**src/rtl/stream_mux_rr.sv**
```systemverilog
// N-channel, WIDTH-bit valid/ready stream multiplexer with one registered
// output stage. mode=0 selects the channel given by sel; mode=1 arbitrates
// round-robin among valid channels, starting after the last granted channel.
module stream_mux_rr #(
  parameter int WIDTH = 16,
  parameter int N     = 4,
  parameter int SELW  = $clog2(N)
) (
  input  logic               clk,
  input  logic               rst_n,
  input  logic [N*WIDTH-1:0] in_data,
  input  logic [N-1:0]       in_valid,
  output logic [N-1:0]       in_ready,
  input  logic               mode,
  input  logic [SELW-1:0]    sel,
  output logic [WIDTH-1:0]   out_data,
  output logic [SELW-1:0]    out_chan,
  output logic               out_valid,
  input  logic               out_ready
);

  logic              r_valid;
  logic [WIDTH-1:0]  r_data;
  logic [SELW-1:0]   r_chan;
  logic [SELW-1:0]   r_ptr;

  logic              w_load;
  logic              w_xfer;
  logic              w_found;
  logic [N-1:0]      w_grant;
  logic [SELW-1:0]   w_gidx;
  logic [WIDTH-1:0]  w_gdata;

  // Grant: fixed select (out-of-range sel matches nothing) or rotating
  // priority search beginning at r_ptr+1, wrapping from N-1 to 0.
  always_comb begin
    w_grant = '0;
    w_gidx  = '0;
    w_found = 1'b0;
    if (!mode) begin
      for (int unsigned i = 0; i < N; i++) begin
        if (sel == SELW'(i) && in_valid[i]) begin
          w_grant[i] = 1'b1;
          w_gidx     = SELW'(i);
        end
      end
    end else begin
      for (int unsigned k = 1; k <= N; k++) begin
        for (int unsigned i = 0; i < N; i++) begin
          if (!w_found && in_valid[i] && i == (32'(r_ptr) + k) % N) begin
            w_grant[i] = 1'b1;
            w_gidx     = SELW'(i);
            w_found    = 1'b1;
          end
        end
      end
    end
  end

  // Data of the granted channel (zero when nothing is granted).
  always_comb begin
    w_gdata = '0;
    for (int unsigned i = 0; i < N; i++) begin
      if (w_grant[i]) begin
        w_gdata = in_data[i*WIDTH +: WIDTH];
      end
    end
  end

  // Ready only toward the granted channel, only when the output can load.
  always_comb begin
    w_load   = !r_valid | out_ready;
    in_ready = (rst_n && w_load) ? w_grant : '0;
    w_xfer   = |(in_valid & in_ready);
  end

  // Output register and last-grant pointer.
  always_ff @(posedge clk or negedge rst_n) begin
    if (!rst_n) begin
      r_valid <= 1'b0;
      r_data  <= '0;
      r_chan  <= '0;
      r_ptr   <= SELW'(N - 1);
    end else if (w_xfer) begin
      r_valid <= 1'b1;
      r_data  <= w_gdata;
      r_chan  <= w_gidx;
      r_ptr   <= w_gidx;
    end else if (out_ready && r_valid) begin
      r_valid <= 1'b0;
    end
  end

  assign out_valid = r_valid;
  assign out_data  = r_data;
  assign out_chan  = r_chan;

endmodule

```
**config.mk**
```make
export PLATFORM = sky130hd
export DESIGN_NAME = stream_mux_rr
export DESIGN_NICKNAME = d
export VERILOG_FILES = /design/src/rtl/stream_mux_rr.sv
export SDC_FILE = /design/constraint.sdc
export NUM_CORES = 1
export LEC_CHECK = 0
export BUFFER_PORTS_ARGS = -buffer_cell sky130_fd_sc_hd__buf_2
export CORE_MARGIN = 2
export CORE_UTILIZATION = 44
export DETAILED_ROUTE_END_ITERATION = 10
export GPL_TIMING_DRIVEN = 0
export HOLD_SLACK_MARGIN = 0.02
export PLACE_DENSITY = 0.8
export SKIP_CTS_REPAIR_TIMING = 1
export SKIP_LAST_GASP = 1
export SYNTH_ARGS = -nofsm -noshare
export SYNTH_HDL_FRONTEND = slang
export SYNTH_SLANG_ARGS = --single-unit
export TNS_END_PERCENT = 30
```
**constraint.sdc**
```tcl
create_clock -name clk -period 2.5 [get_ports clk]
set_input_delay 0.5 -clock clk [delete_from_list [all_inputs] [get_ports clk]]
set_output_delay 0.5 -clock clk [all_outputs]
set_load 0.03 [all_outputs]
```
==> key figures <==
Status
  • Status: completed

Timing
  • Worst slew margin: ~57%
  • Max Fclk: between 0.4 and 0.5 GHz
  • Final Critical Period: roughly 2.4 ns
  • Final slew viol count: 0
  • Final TNS setup: 0 ns
  • # setup viols final: 0
  • Final worst-path cycle share: between 90% and 100%
  • Final hold vios: 0
  • Unrepaired setup endpoints after global routing: true
  • Slew @ Worst Pin: between 0.6 and 0.7 ns
  • Clock Skew: roughly 0.0047 ns

Yosys
  • Ys Warns: 0
  • Post-synth top area share: between 20 and 30%
  • Flops & latches, synth: 21
  • Largest cells by area after synthesis: dfrtp_1, and3_1, mux2i_1, a2111oi_0, nor3b_1
  • Mapped Area: between 1500 and 2000 sq um
  • Mean Syn Cell Area: 8.920 sq um
  • Mapped Nets: 260
  • Sequential area share after synthesis: between 30% and 40%
  • Unique cell type count in the Yosys netlist: 38
  • Cell taking the most area after synthesis: dfrtp_1
  • Cell count after synthesis: about 190

Clock tree
  • Clock Tree Buf Depth: 2
  • Clock Sinks: 21
  • Cts bufs inserted: 3
  • Clock slew seen by the registers of the worst setup and hold paths: around 0.08 ns
  • CTS Root Cell: clkbuf_8
  • Clk_lat worst skew: 0.27 ns
  • CTS tree: yes
  • CTS H-tree lvls: 1

Layout
  • Nets: approximately 370
  • Commonest non-fill, non-tap cell in the layout: buf_2
  • Most frequent cells in the layout: buf_2, and3_1, inv_1, dfrtp_1, mux2i_1
  • Share of layout cells above drive strength 1: a little over two fifths
  • Ant. Diodes: 0
  • Area Overhead vs Synth: 39.74%

Pwr
  • VDD IR max: roughly 0.49 mV
  • Cell leakage power: between 1 and 1.5 nW
  • Combinational share of power: a little under 60%
  • Clock share of power: a little under an eighth
  • Pint: roughly 1.1 mW
  • Final Power: about 2.0 mW
  • Sw Ratio: 46.78%
  • Flop pwr share: ~30%
  • Power per standard cell area: 853.4 nW/um^2
  • Psw: 925.6 uW

Critical path
  • Critical Path Fanout Max: 10
  • CP required: approximately 2.0 ns
  • Arrival @ worst endpoint: between 1.5 and 2 ns
  • Critical path class: reg -> out
  • Origin of the critical flop-to-flop path: r_ptr[1]$_DFFE_PN1P_
  • CP startpoint kind: register
  • CP Launch Point: r_ptr[0]$_DFFE_PN1P_
  • CP Capture Type: primary output

Drt
  • DR iter-0 viols: about 130
  • WL/cell: between 10 and 15 um
  • Via count: approximately 1900
  • DR vias/cell: ~5.5
  • WL met1: 2078 um
  • Max Used Layer: met4
  • WL final: between 4000 and 5000 um
  • Pre-antenna DRT Iters: 4
  • Wire length on met3: around 440 um
  • # DRC: 0
  • DRT antenna net count: 0
  • Routed met2 length: about 2300 um

Hold path
  • Hold Crit Class: in -> async

Placed design
  • HPWL after DPL: between 3000 and 4000 um
  • IO Port Bufs: between 90 and 100
  • GP Congestion: just under 0.9

Run
  • Max cap viols: 0

Floorplan
  • Die Area: between 4000 and 5000 sq um
  • DIE WIDTH: around 65 um
  • I/O pins: 97
  • Die height: between 60 and 70 um
  • Starting Density: between 40% and 50%
  • Placement Rows: 22
  • Core area: approximately 3600 sq um

Global routing
  • Initial antenna violation count: 0
  • First-pass GRT wire length: ~7800 um
  • GRT Total Usage: 23.72%
  • GR Overflow Total: 0
  • Largest net degree at the start of global routing: 24
  • Vias in the first global route: 1762
-- power groups by stage --
stage	sequential [mW]	clock, mW	combinational, mW
floorplan	0.882	0	0.472
global placement	0.604	0	1.07
detailed placement	0.605	0	1.09
CTS	0.602	0.229	1.10
global route	0.617	0.240	1.26
finish	0.599	0.226	1.15
-- synthesized netlist by cell type --
cell / n
and3_1: 32
dfrtp_1: 19
inv_1: 19
mux2i_1: 18
nor3b_1: 17
a2111oi_0: 16
clkbuf_1: 7
nor2_1: 5
nand2_1: 4
nor2b_1: 4
nor3_1: 4
buf_2: 3
nand2b_1: 3
o21a_1: 3
o21ai_0: 3
and2_1: 2
buf_6: 2
dfstp_2: 2
o221ai_1: 2
o2bb2ai_1: 2
or3_1: 2
a211oi_1: 1
a21o_1: 1
a21oi_1: 1
a221oi_1: 1
a41o_1: 1
and2b_1: 1
buf_4: 1
mux2_2: 1
nor2_2: 1
nor4_4: 1
o211a_2: 1
o211ai_1: 1
o21ai_1: 1
o221a_2: 1
o41a_1: 1
o41ai_1: 1
or2_2: 1
-- stage by stage --
| stage | cell area [sq um] | cells | utilization, % | hold WS, ns | setup slack [ns] |
|---|---|---|---|---|---|
| floorplan | 1659 | 186 | - | 0.2044 | 0.05111 |
| global placement | 2195 | 329 | 60.40 | 0.4734 | -0.3006 |
| detailed placement | 2195 | 329 | 60.40 | 0.4792 | -0.2971 |
| CTS | 2241 | 333 | 61.67 | 0.1966 | -0.5569 |
| global route | 2318 | 338 | 63.81 | 0.2298 | -0.03403 |
| finish | 2318 | 338 | 63.81 | 0.1886 | 0.07002 |
-- final cells by class --
| cell class | count | area, sq um |
|---|---|---|
| plain buffers | 13 | 87.58 |
| well taps | 48 | 60.06 |
| inverters | 19 | 71.32 |
| flip-flops and latches | 21 | 528.0 |
| multi-input cells | 133 | 1003 |
| repair buffers | 100 | 521.8 |
| clock buffers | 3 | 41.29 |
| fillers | 347 | 1315 |
| clock inverters | 1 | 5.005 |
-- metal layers --
layer	vias up	track usage [%]
li1	904	-
met2	92	41.20
met4	0	7.292
met1	858	29.53
met5	-	0
met3	9	4.795
-- worst paths after layout --
check,endpoint,slack [ns],cells after the start
setup / recovery,in_ready[2],0.07,7
hold / removal,out_data[15]$_DFFE_PN0P_,0.19,1
min in group clk,out_chan[1]$_DFFE_PN0P_,0.50,1
hold reg to reg,out_chan[1]$_DFFE_PN0P_,0.50,1
max in group asynchronous,r_ptr[1]$_DFFE_PN1P_,1.95,1
setup reg to reg,out_data[10]$_DFFE_PN0P_,0.22,7
-- critical path, stage by stage (launching register included) --
cell	delay, ns
dfstp_2	0.57
and2b_2	0.25
o21ai_1	0.12
a41o_1	0.20
buf_6	0.12
buf_6	0.12
and2_1	0.14
buf_6	0.13
-- logic make-up (layout without fill, tap and decap cells) --
logic type,count (synthesis),in the layout,share of synthesized area (%)
AND/OR/NAND/NOR,77,77,29.64
flip-flops,21,21,31.83
buffers and inverters,32,136,8.597
multiplexers,19,19,11.54
AO/OA/AOI/OAI,37,37,18.40
-- registers in the layout, summed over array words and instances (netlist names) --
| name | count |
|---|---|
| out_chan | 2 |
| out_data | 16 |
| out_valid | 1 |
| r_ptr | 2 |
Note: power is estimated with default switching activity, not from simulation.
